File: src/rtl/sun_tracker_fsm.sv
// Light-sensor tracker: deadband + confirmation vote, bounded moves, settle gap.
// Ports: CLK, RST_N, SAMPLE_VALID, LDR_A/B in; LIMIT_CW/CCW in; CW_EN, CCW_EN, STALL out.
module sun_tracker_fsm #(
  parameter int ADC_W        = 12,
  parameter int DEADBAND     = 64,
  parameter int CONFIRM      = 4,
  parameter int MOVE_TICKS   = 50000,
  parameter int SETTLE_TICKS = 20000
) (
  input  logic             CLK,
  input  logic             RST_N,
  input  logic             SAMPLE_VALID,
  input  logic [ADC_W-1:0] LDR_A,
  input  logic [ADC_W-1:0] LDR_B,
  input  logic             LIMIT_CW,
  input  logic             LIMIT_CCW,
  output logic             CW_EN,
  output logic             CCW_EN,
  output logic             STALL
);

  localparam int TMAX = (MOVE_TICKS > SETTLE_TICKS) ?
                        MOVE_TICKS : SETTLE_TICKS;
  localparam int TW   = $clog2(TMAX + 1);
  localparam int CW   = $clog2(CONFIRM + 1);

  localparam logic signed [ADC_W:0] DB =
    (ADC_W+1)'(DEADBAND);
  localparam logic [TW-1:0] MOVE_END =
    TW'(MOVE_TICKS - 1);
  localparam logic [TW-1:0] SETTLE_END =
    TW'(SETTLE_TICKS - 1);
  localparam logic [CW-1:0] CNT_MAX =
    CW'(CONFIRM);

  typedef enum logic [1:0] {
    IDLE,
    MOVE_CW,
    MOVE_CCW,
    SETTLE
  } state_t;

  typedef enum logic [1:0] {
    DIR_NONE,
    DIR_CW,
    DIR_CCW
  } dir_t;

  state_t        state;
  dir_t          vote_dir;
  logic [CW-1:0] vote_cnt;
  logic [TW-1:0] timer;

  logic signed [ADC_W:0] diff;
  logic                  cls_cw;
  logic                  cls_ccw;
  dir_t                  cls_dir;

  // Unsigned samples zero-extended so the difference never wraps.
  assign diff = $signed({1'b0, LDR_A}) -
                $signed({1'b0, LDR_B});
  assign cls_cw  = diff > DB;
  assign cls_ccw = diff < -DB;

  always_comb begin
    cls_dir = DIR_NONE;
    if (cls_cw)       cls_dir = DIR_CW;
    else if (cls_ccw) cls_dir = DIR_CCW;
  end

  dir_t          nxt_dir;
  logic [CW-1:0] nxt_cnt;
  logic          confirm;

  // Vote update for the IDLE state; a blocked or balanced sample resets it.
  always_comb begin
    nxt_dir = vote_dir;
    nxt_cnt = vote_cnt;
    if (SAMPLE_VALID) begin
      if (cls_dir == DIR_NONE ||
          (cls_cw && LIMIT_CW) ||
          (cls_ccw && LIMIT_CCW)) begin
        nxt_dir = DIR_NONE;
        nxt_cnt = '0;
      end else if (cls_dir == vote_dir) begin
        if (vote_cnt != CNT_MAX)
          nxt_cnt = vote_cnt + CW'(1);
      end else begin
        nxt_dir = cls_dir;
        nxt_cnt = CW'(1);
      end
    end
    confirm = SAMPLE_VALID &&
              nxt_dir != DIR_NONE &&
              nxt_cnt == CNT_MAX;
  end

  logic timeout;
  logic stop_cw;
  logic stop_ccw;

  assign timeout  = timer == MOVE_END;
  assign stop_cw  = LIMIT_CW || timeout ||
                    (SAMPLE_VALID && !cls_cw);
  assign stop_ccw = LIMIT_CCW || timeout ||
                    (SAMPLE_VALID && !cls_ccw);

  always_ff @(posedge CLK or negedge RST_N) begin
    if (!RST_N) begin
      state    <= IDLE;
      vote_dir <= DIR_NONE;
      vote_cnt <= '0;
      timer    <= '0;
      CW_EN    <= 1'b0;
      CCW_EN   <= 1'b0;
      STALL    <= 1'b0;
    end else begin
      unique case (state)
        IDLE: begin
          timer <= '0;
          if (confirm) begin
            vote_dir <= DIR_NONE;
            vote_cnt <= '0;
            if (nxt_dir == DIR_CW) begin
              state <= MOVE_CW;
              CW_EN <= 1'b1;
            end else begin
              state  <= MOVE_CCW;
              CCW_EN <= 1'b1;
            end
          end else begin
            vote_dir <= nxt_dir;
            vote_cnt <= nxt_cnt;
          end
        end
        MOVE_CW: begin
          if (stop_cw) begin
            state <= SETTLE;
            CW_EN <= 1'b0;
            timer <= '0;
            if (timeout) STALL <= 1'b1;
          end else begin
            timer <= timer + TW'(1);
          end
        end
        MOVE_CCW: begin
          if (stop_ccw) begin
            state  <= SETTLE;
            CCW_EN <= 1'b0;
            timer  <= '0;
            if (timeout) STALL <= 1'b1;
          end else begin
            timer <= timer + TW'(1);
          end
        end
        SETTLE: begin
          if (timer == SETTLE_END) begin
            state    <= IDLE;
            timer    <= '0;
            vote_dir <= DIR_NONE;
            vote_cnt <= '0;
          end else begin
            timer <= timer + TW'(1);
          end
        end
        default: begin
          state  <= IDLE;
          CW_EN  <= 1'b0;
          CCW_EN <= 1'b0;
          timer  <= '0;
        end
      endcase
    end
  end

endmodule

File: config.mk
export PLATFORM = sky130hd
export DESIGN_NAME = sun_tracker_fsm
export DESIGN_NICKNAME = d
export VERILOG_FILES = /design/src/rtl/sun_tracker_fsm.sv
export SDC_FILE = /design/constraint.sdc
export NUM_CORES = 1
export LEC_CHECK = 0
export CAP_MARGIN = 5
export CORE_UTILIZATION = 60
export DETAILED_ROUTE_END_ITERATION = 8
export PLACE_DENSITY = 0.86
export SLEW_MARGIN = 30
export SYNTH_ARGS = -nofsm -noshare
export SYNTH_HDL_FRONTEND = slang
export SYNTH_SLANG_ARGS = --single-unit
File: constraint.sdc
create_clock -name CLK -period 5.79 [get_ports CLK]
set_input_delay 1.158 -clock CLK [delete_from_list [all_inputs] [get_ports CLK]]
set_output_delay 1.158 -clock CLK [all_outputs]
set_load 0.005 [all_outputs]
### Yosys cells after proc, flatten, opt, wreduce, memory -nomap -nowiden

Index checks and enable logic that the tools add are counted.
W data, S select, Z words.

* reductions and logical operators: 26
* muxes and demuxes: 36
* $add $sub $neg: 3
* $lt $le $gt $ge: 2
* equality and inequality tests: 15

Operator list (count)
* $pmux W16 S4: 1
* $mux W16: 3
* $mux W2: 11
* $mux W3: 6
* $add A16 B1 Y16 const B: 1
* $eq A16 B15 Y1 const B: 1
* $eq A16 B16 Y1 const B: 1
* $gt A13 B8 Y1 const B: 1
* $lt A13 B7 Y1 const B: 1
* $sub A12 B12 Y13: 1
* $ne A2 B2 Y1 const B: 6
* $reduce_and A4 Y1: 3
* $reduce_bool A2 Y1: 5
* $mux W1: 9
* $pmux W2 S4: 1
* $logic_and A1 B1 Y1: 6
* $logic_or A1 B1 Y1: 6
* $pmux W1 S2: 3
* $pmux W3 S2: 1
* $eq A2 B1 Y1 const B: 2
* $eq A2 B2 Y1 const B: 2
* $logic_not A2 Y1: 2
* $pmux W2 S2: 1
* $add A3 B1 Y3 const B: 1
* 6 further kinds: 7

* input bits: 29
* output and inout bits: 3
* bits in registers: 26
* logic and storage cells: 89

### Longest topological paths before layout

Gate-level depths: netlist of the first run.

* depth in word-level cells: 14
* depth in mapped cells: 15
* mapped depth without buffers: 14

### Worst setup path after synthesis of the first run

No wires, ideal clock.

* path kind: input-to-reg
* from: input LDR_A[0]
* to: register CW_EN
* buffers on the path: 0
* library setup time: 127 ps
* path slack: 1826 ps
* required time: 5663 ps
* arrival time: 3837 ps
* stages: 13
* path through: inv_1 -> ha_1 -> fa_1 -> nor2b_1 -> o22ai_1 -> xnor2_1 -> o41ai_1 -> nand3_2 -> mux2i_1 -> a211oi_1 -> a211oi_4 -> and4_1 -> o32a_2

* cells in the longest elaborated chain, start to end: 14
* elaborated cells on any way between the ends: 29
* those cells by class: 1 x add/sub; 2 x order compare; 6 x eq/ne; 8 x mux; 12 x reduce/logical

Ends and longest elaborated chain
* from (decl): line 13 `input logic [ADC_W-1:0] LDR_A,`
* $sub A12 B12 Y13 *: line 60 `assign diff = $signed({1'b0, LDR_A}) -`
* branches (longest 12 deep; another with $lt A13 B7 Y1)
* $reduce_and A4 Y1 (no source line) *
* to (signal assigned): line 114 `CW_EN <= 1'b0;`
* to (signal assigned): line 126 `CW_EN <= 1'b1;`
* to (signal assigned): line 139 `CW_EN <= 1'b0;`
* to (decl): line 17 `output logic CW_EN,`

Mark *: on every way between the ends.
A chain may end at the register's enable or synchronous reset.

### Worst setup path in the final report of the first run

Same ends and word-level chain as after synthesis.

==> reports/results.tsv, run 1 <==
stage	metric	value	unit
timing	fmaxAchievable	218.8	MHz
critical_path	crit_path_max_fanout	8	
global_route	grt_pass1_wl	8659	um
critical_path	worstPathRequired	5.95	ns
floorplan	ios	32	
synth	synthTopCellsByCount	37 x nor2_1, 29 x nand2_1, 28 x inv_1	
synth	syn_avg_cell_area	8.082	sq um
cells_and_area	drive_above_1_share	5.183	%
critical_path	worstSetupPathType	input pin to register	
placed_design	placedInstanceArea	2751	sq um
global_route	antenna_found_initial	0	
critical_path	critPathCapture	CW_EN	
synth	synth_cell_types	62	
clock_tree	clk_latency	0.27	ns
detailed_routing	viasPerCell	5.915	
global_route	use_met3	2.778	%
clock_tree	cts_tree	built	
synth	yosysTopAreaCell	dfrtp_1	
clock_tree	htreeDepth	1	
cells_and_area	nets	379	
synth	async_reset_ff_share	100.0	%
critical_path	crit_path_start_kind	input pin	
global_route	use_met1	32.93	%
clock_tree	hold_buffers	0	
detailed_routing	dr_total_vias	2224	
detailed_routing	wl_per_cell	13.71	um
detailed_routing	first_pass_iters	4	
pwr	p_leak	1.265	nW
timing	fin_worst_skew	0.004962	ns
clock_tree	clk_pin_slew_worst_paths	0.08	ns
synth	yosysSeqAreaShare	27.01	%
critical_path	rrSetupSlack	3.14	ns
timing	worst_pin_slew	0.6400	ns
clock_tree	clkSinkCount	26	
cells_and_area	final_area	2806	sq um
synth	syn_nets	348	
timing	slew_violations	0	
timing	finalSetupViolCount	0	
clock_tree	cts_buffers	3	
synth	yosys.area.top_type_share	27.01	%
cells_and_area	area_growth	16.52	%
clock_tree	cts_root_buf	clkbuf_8	
timing	setup_tns	0	ns
synth	synth_edf_count	0	
status	status	complete, no violations	
hold_path	min_path_type	register to register	
pwr	ir_worst_vdd	0.1566	mV
floorplan	die-area	4272	sq um
floorplan	placementRows	22	
cells_and_area	utilization	74.97	%
clock_tree	cts_resized	0	
cells_and_area	n_antenna_cell	0	
cells_and_area	fill_cells	301	
detailed_routing	postRouteAntennaNets	0	
critical_path	startpoint	LDR_A[0]	
critical_path	rr_endpoint	CW_EN	
critical_path	crit_path_end_kind	register	
timing	slew_headroom	57.08	%
pwr	power.density	153.1	nW/um^2
synth	ys.flop_type	dfrtp_1	
detailed_routing	drt-total-wl	5156	um
synth	yosys_warnings	0	
timing	fin_crit	4.570	ns
synth	synth.top_cells.by_area	dfrtp_1 27%, ha_1 10%, nor2_1 5.8%, nand2_1 4.5%, inv_1 4.4%	
global_route	grt_pass1_vias	2032	
floorplan	die_height	65.36	um
placed_design	place_congestion	0.8690	
timing	period_share	78.93	%
detailed_routing	drt_drc_violations_left	0	
floorplan	coreArea	3744	sq um
synth	netlist_area	2409	sq um
timing	fin_ws	1.220	ns
critical_path	worstRegToRegCells	10	
global_route	grt_overflow_total	0	
floorplan	start_util	64.34	%
synth	syn_inst	298	
placed_design	hpwl	3872	um
timing	rsz0062_at_grt	false	
global_route	grt_usage	25.59	%
critical_path	critPathArrivalTime	4.73	ns
run	cap_violations	0	
critical_path	reg2reg_from	vote_cnt[0]	
placed_design	placement.io_buffers	31	
detailed_routing	drt_iter0_drc	195	
synth	synth_seq_cells	26	
clock_tree	cts_buffer_depth	2	
global_route	grt-busiest-layer	met2	
synth	synth.most_common_cell	nor2_1	
clock_tree	post_cts_buffers	0	
floorplan	die_w	65.36	um
placed_design	dp_slack	1.001	ns
timing	hold_violations	0	
global_route	grtUsageMet2	44.72	%
global_route	grt_start_max_net_pins	27	
==> final cells by class <==
type	instances	area (sq um)	area share [%]
Multi-Input combinational cell	238	1618	57.65
Sequential cell	26	650.6	23.18
Timing Repair Buffer	32	317.8	11.32
Inverter	28	105.1	3.745
Tap cell	48	60.06	2.140
Clock buffer	4	55.05	1.962
==> worst min path at each step <==
stage / cells after the start / from / end / slack, ns
floorplan: 1 / timer[0] / timer[0] / 0.43
global placement: 1 / timer[0] / timer[0] / 0.45
detailed placement: 1 / timer[0] / timer[0] / 0.46
CTS: 1 / timer[0] / timer[0] / 0.47
global route: 1 / timer[0] / timer[0] / 0.49
finish: 1 / timer[0] / timer[0] / 0.47
==> metrics by stage <==
stage / instances / power (mW) / hold slack (ns)
3_3_place_gp: 372 / 0.3128 / 0.4480
2_1_floorplan: 298 / 0.2768 / 0.4251
5_1_grt: 376 / 0.4524 / 0.4903
4_1_cts: 376 / 0.4302 / 0.4693
6_report: 376 / 0.4298 / 0.4688
3_5_place_dp: 372 / 0.3149 / 0.4574
==> registers in the layout, summed over array words and instances (netlist names) <==
signal,count
state,2
STALL,1
CW_EN,1
vote_cnt,3
vote_dir,2
timer,16
CCW_EN,1
==> placed cells by master, fill, tap and decap left out, drive strengths merged, types with 3 or more instances in the layout <==
| cell | Yosys | routed |
|---|---|---|
| nor3 | 11 | 11 |
| dfrtp | 26 | 26 |
| o211ai | 3 | 3 |
| clkdlybuf4s50 | 0 | 31 |
| nand4 | 6 | 6 |
| nand2 | 29 | 29 |
| nor4 | 3 | 3 |
| nor2b | 3 | 3 |
| and3 | 3 | 3 |
| ha | 20 | 20 |
| xor2 | 10 | 10 |
| a21oi | 18 | 18 |
| nand3b | 4 | 4 |
| nand2b | 13 | 13 |
| a211oi | 5 | 5 |
| nand3 | 11 | 11 |
| inv | 28 | 28 |
| a21o | 3 | 3 |
| a31oi | 4 | 4 |
| o21ai | 10 | 10 |
| nor2 | 37 | 37 |
| xnor2 | 8 | 8 |
| clkbuf | 1 | 4 |
==> critical path, cell delays in order <==
cell and delay (ns):
clkdlybuf4s50_1 0.48, inv_1 0.05, ha_1 0.21, fa_1 0.40, nor2b_1 0.20, o22ai_1 0.12
xnor2_1 0.13, o41ai_1 0.46, nand3_2 0.19, mux2i_1 0.16, a211oi_1 0.56, a211oi_4 0.20
and4_1 0.24, o32a_2 0.18
==> report_power, final <==
part | internal, mW | switching, mW | total, mW | leakage [nW]
logic | 0.0593 | 0.0709 | 0.130 | 0.894
clock network | 0.0608 | 0.0557 | 0.117 | 0.0288
registers | 0.182 | 0.000812 | 0.183 | 0.342
==> cells by family (layout without fill, tap and decap cells) <==
| group | count (synthesis) | in the layout | share of synthesized area (%) |
|---|---|---|---|
| AOI/OAI and AO/OA | 67 | 67 | 21.46 |
| xor gates and xnor gates | 18 | 18 | 6.545 |
| adders and majority gates | 21 | 21 | 11.22 |
| buffers and inverters | 34 | 64 | 5.818 |
| DFF | 26 | 26 | 27.01 |
| muxes | 3 | 3 | 1.299 |
| and+or+nand+nor | 129 | 129 | 26.65 |
==> per-layer routing <==
| metal | wire (um) | up-vias |
|---|---|---|
| li1 | - | 1128 |
| met1 | 2248 | 1024 |
| met2 | 2548 | 62 |
| met3 | 286 | 10 |
| met4 | 72 | 0 |
| met5 | 0 | - |
Power figures use the tool's default switching activity.
==> inputs of run 2 (changes only) <==
CORE_UTILIZATION = 50   (was 60)
PLACE_DENSITY = 0.76   (was 0.86)
clock period = 4 ns   (was 5.79 ns; I/O delays follow)
==> reports/results.tsv, run 2 (synthesis gave the netlist of run 1 again) <==
stage	metric	value	unit
timing	fmaxAchievable	260.8	MHz
timing	finalSetupViolCount	0	
timing	hold_slack	0.4534	ns
critical_path	rr_endpoint	state[0]	
detailed_routing	dr_total_vias	2304	
placed_design	placement.io_buffers	31	
placed_design	place_congestion	0.8839	
clock_tree	clkSinkCount	26	
critical_path	reg2reg_from	vote_cnt[0]	
critical_path	critPathArrivalTime	4.05	ns
timing	fin_worst_skew	0.003970	ns
hold_path	min_path_type	register to register	
global_route	grt_start_max_net_pins	27	
cells_and_area	area_growth	27.27	%
detailed_routing	first_pass_iters	7	
floorplan	placementRows	24	
critical_path	startpoint	LDR_A[0]	
cells_and_area	n_antenna_cell	0	
timing	rsz0062_at_grt	false	
floorplan	ios	32	
floorplan	die_w	71.41	um
run	cap_violations	0	
detailed_routing	drt-total-wl	5549	um
detailed_routing	drt_drc_violations_left	4	
timing	worst_pin_slew	0.5103	ns
critical_path	worstPathRequired	4.22	ns
timing	period_share	95.87	%
clock_tree	cts_tree	built	
pwr	p_leak	1.411	nW
timing	setup_tns	0	ns
cells_and_area	regMostFlops	timer	
critical_path	crit_path_end_kind	register	
critical_path	crit_path_start_kind	input pin	
floorplan	die_height	71.41	um
timing	fin_crit	3.835	ns
cells_and_area	final_cell_count_no_fill	408	
status	violations	DRC	
cells_and_area	layout_commonest_cell	nor2_1	
timing	hold_violations	0	
clock_tree	hold_buffers	0	
critical_path	rrSetupSlack	1.52	ns
floorplan	start_util	53.47	%
timing	fin_ws	0.1652	ns
placed_design	dp_slack	-0.3036	ns
cells_and_area	largest_reg_flops	16	
global_route	grt_pass1_wl	9094	um
clock_tree	clk_pin_slew_worst_paths	0.09	ns
cells_and_area	mostFrequentLayoutCells	37 x nor2_1, 31 x clkdlybuf4s50_1, 29 x nand2_1, 29 x buf_4, 28 x inv_1	
global_route	grt_overflow_total	0	
critical_path	worstRegToRegCells	13	
clock_tree	htreeDepth	1	
detailed_routing	postRouteAntennaNets	0	
timing	slew_headroom	65.72	%
detailed_routing	drt_iter0_drc	130	
critical_path	critPathCapture	vote_cnt[2]	
clock_tree	cts_buffer_depth	2	
status	status	finished with violations	
clock_tree	cts_buffers	3	
critical_path	worstSetupPathType	input pin to register	
pwr	total_power	708.8	uW
cells_and_area	drive_above_1_share	13.76	%
placed_design	hpwl	4452	um
cells_and_area	reg_top3	timer x16, vote_cnt x3	
floorplan	die-area	5099	sq um
critical_path	crit_path_max_fanout	3	
pwr	power.density	231.2	nW/um^2
floorplan	coreArea	4504	sq um
global_route	antenna_found_initial	0	
clock_tree	clk_latency	0.27	ns
placed_design	post-place-cells	401	
timing	slew_violations	0	
pwr	ir_worst_vdd	0.1877	mV
cells_and_area	nets	407	
global_route	grt_pass1_vias	2172	
global_route	grt_usage	21.94	%
detailed_routing	viasPerCell	5.647	
clock_tree	cts_root_buf	clkbuf_8	
detailed_routing	wl_per_cell	13.60	um
[run 2: how the worst min path moves through the flow]
stage	to	from	depth (start not counted)	slack (ns)
6_report	timer[0]	timer[0]	1	0.45
5_1_grt	timer[0]	timer[0]	1	0.50
4_1_cts	timer[0]	timer[0]	1	0.46
3_5_place_dp	timer[0]	timer[0]	1	0.45
3_3_place_gp	timer[0]	timer[0]	1	0.44
2_1_floorplan	timer[0]	timer[0]	1	0.43
[run 2: area by class of cell]
type	instances	area (sq um)
multi-input combinational	238	1645
fill	383	1439
sequential	26	650.6
timing repair buffer	60	528.0
inverter	28	105.1
tap	52	65.06
clock buffer	3	41.29
clock inverter	1	30.03
[run 2: repair_timing]
action | 4_1_cts | 5_1_grt
gates resized for setup | 0 | 5
buffers inserted | 0 | 3
setup endpoints to repair | 1 | 10
pin swaps | 1 | 5
[run 2: metrics by stage]
stage / utilization (%) / cell area (sq um)
floorplan: - / 2409
global placement: 65.36 / 2944
detailed placement: 65.36 / 2944
CTS: 66.94 / 3015
global route: 68.06 / 3065
finish: 68.06 / 3065
[run 2: power by group]
group          switching (mW)  leakage [nW]  internal, mW
logic                   0.112          1.03         0.112
registers             0.00110         0.342         0.264
clock network          0.0862        0.0357         0.134
total                   0.199          1.41         0.510
[run 2: critical path, stage by stage]
cell             delay, ns
clkdlybuf4s50_1       0.46
inv_1                 0.04
ha_1                  0.22
fa_2                  0.37
nor2b_2               0.16
o21a_1                0.19
nand4_1               0.11
nand3b_1              0.11
o21ai_0               0.10
o211a_1               0.25
or3_4                 0.38
a31oi_4               0.23
a211oi_4              0.10
buf_4                 0.15
nor4b_1               0.23
o22a_1                0.16
[run 2: per-layer routing]
layer,wire [um],global-route usage [%]
met1,2632,30.14
met2,2552,36.40
met3,318,3.797
met4,46,4.667
met5,0,0
==> inputs of run 3 (changes only) <==
CORE_UTILIZATION = 45   (was 50)
PLACE_DENSITY = 0.7   (was 0.76)
==> reports/results.tsv, run 3 (synthesis gave the netlist of run 1 again) <==
stage	metric	value	unit
detailed_routing	dr_total_vias	2293	
clock_tree	clk_latency	0.28	ns
critical_path	crit_chain	clkdlybuf4s50_1 > inv_1 > ha_1 > fa_2 > nor2b_2 > o21a_1 > nand4_1 > nand3b_1 > o21ai_0 > o211a_1 > or3_4 > o22a_4 > a211oi_4 > buf_6 > and4_1 > o32a_2	
timing	finalSetupViolCount	0	
pwr	p_leak	1.404	nW
critical_path	critPathArrivalTime	4.03	ns
cells_and_area	area_growth	28.31	%
timing	hold_violations	0	
placed_design	placement.io_buffers	31	
critical_path	worstSetupPathType	input pin to register	
floorplan	start_util	46.86	%
critical_path	worstRegToRegCells	13	
placed_design	place_congestion	0.9085	
detailed_routing	postRouteAntennaNets	0	
critical_path	crit_path_start_kind	input pin	
cells_and_area	n_antenna_cell	0	
clock_tree	clk_pin_slew_worst_paths	0.09	ns
critical_path	slowest_stage	clkdlybuf4s50_1	
timing	setup_tns	0	ns
cells_and_area	regMostFlops	timer	
pwr	power.density	229.2	nW/um^2
timing	period_share	95.26	%
global_route	grt_pass1_vias	2102	
critical_path	cp_num_cells	16	
timing	slew_violations	0	
cells_and_area	largest_reg_flops	16	
cells_and_area	utilization	60.13	%
clock_tree	cts_tree	built	
clock_tree	cts_buffers	3	
global_route	antenna_found_initial	0	
clock_tree	cts_buffer_depth	2	
timing	fmaxAchievable	262.4	MHz
cells_and_area	fill_cells	475	
critical_path	crit_path_max_fanout	8	
global_route	grt_overflow_total	0	
cells_and_area	nets	405	
detailed_routing	drt_iter0_drc	86	
critical_path	cp_top_family	compound AO/OA/AOI/OAI gates	
critical_path	slowest_delay	0.45	ns
clock_tree	cts_root_buf	clkbuf_8	
floorplan	placementRows	26	
critical_path	cp_num_buf_inv	3	
global_route	grt_usage	20.38	%
placed_design	post-place-cells	418	
cells_and_area	layout_commonest_cell	nor2_1	
critical_path	crit_path_end_kind	register	
floorplan	ios	32	
cells_and_area	mostFrequentLayoutCells	37 x nor2_1, 31 x clkdlybuf4s50_1, 29 x nand2_1	
cells_and_area	reg_top3	timer x16, vote_cnt x3	
cells_and_area	final_cell_count_no_fill	424	
pwr	total_power	708.2	uW
detailed_routing	viasPerCell	5.408	
detailed_routing	first_pass_iters	4	
status	status	complete, no violations	
timing	slew_headroom	68.69	%
timing	worst_pin_slew	0.4660	ns
detailed_routing	drt-total-wl	5463	um
detailed_routing	drt_drc_violations_left	0	
global_route	grt_pass1_wl	8963	um
global_route	grt_start_max_net_pins	27	
critical_path	worstPathRequired	4.22	ns
run	cap_violations	0	
timing	fin_crit	3.810	ns
placed_design	dp_slack	-0.2493	ns
timing	fin_worst_skew	0.008225	ns
hold_path	min_path_cells	1	
placed_design	hpwl	4281	um
floorplan	die_height	75.16	um
pwr	ir_worst_vdd	0.2296	mV
clock_tree	clkSinkCount	26	
floorplan	coreArea	5140	sq um
clock_tree	htreeDepth	1	
timing	fin_ws	0.1895	ns
floorplan	die-area	5649	sq um
floorplan	die_w	75.16	um
cells_and_area	drive_above_1_share	14.12	%
clock_tree	hold_buffers	0	
hold_path	min_path_type	register to register	
detailed_routing	wl_per_cell	12.88	um
## run 3: routing by layer
metal / vias to the layer above / share of wire (%) / GRT usage, %
met4: 0 / 0.81 / 5.350
met2: 39 / 50 / 37.14
met1: 1081 / 45 / 25.77
met3: 5 / 3.4 / 2.008
met5: - / 0 / 0
li1: 1168 / - / -
## run 3: cell type report
cell class,instances,area [sq um],share of cell area [%]
Timing Repair Buffer,58,516.7,16.72
Sequential cell,26,650.6,21.05
Inverter,28,105.1,3.401
Multi-Input combinational cell,238,1659,53.68
Clock inverter,1,30.03,0.9717
Clock buffer,3,41.29,1.336
Tap cell,70,87.58,2.834
## run 3: worst paths after layout
check | start | endpoint | slack, ns
worst max-delay path | LDR_A[0] | CW_EN | 0.19
worst min-delay path | timer[0] | timer[0] | 0.47
worst min register to register | timer[0] | timer[0] | 0.47
max in group asynchronous | RST_N | timer[0] | 2.86
min in group asynchronous | RST_N | timer[14] | 0.88
worst max register to register | vote_cnt[0] | CW_EN | 1.55
## run 3: power breakdown
part           internal (mW)  switching (mW)  leakage, nW
combinational          0.110           0.112         1.03
sequential             0.264         0.00115        0.342
clock                  0.134          0.0868       0.0357
## run 3: stage by stage
step           hold WS (ns)  instance area (sq um)
2_1_floorplan        0.4251                   2409
3_5_place_dp         0.4696                   2959
5_1_grt              0.5112                   3090
6_report             0.4695                   3090
3_3_place_gp         0.4472                   2959
4_1_cts              0.4822                   3047
## run 3: what timing repair did
| action | in CTS | in global routing |
|---|---|---|
| endpoints found under the setup margin | 2 | 17 |
| buffers inserted | 1 | 1 |
| pin swaps | 1 | 1 |
| gates resized for setup | 1 | 9 |
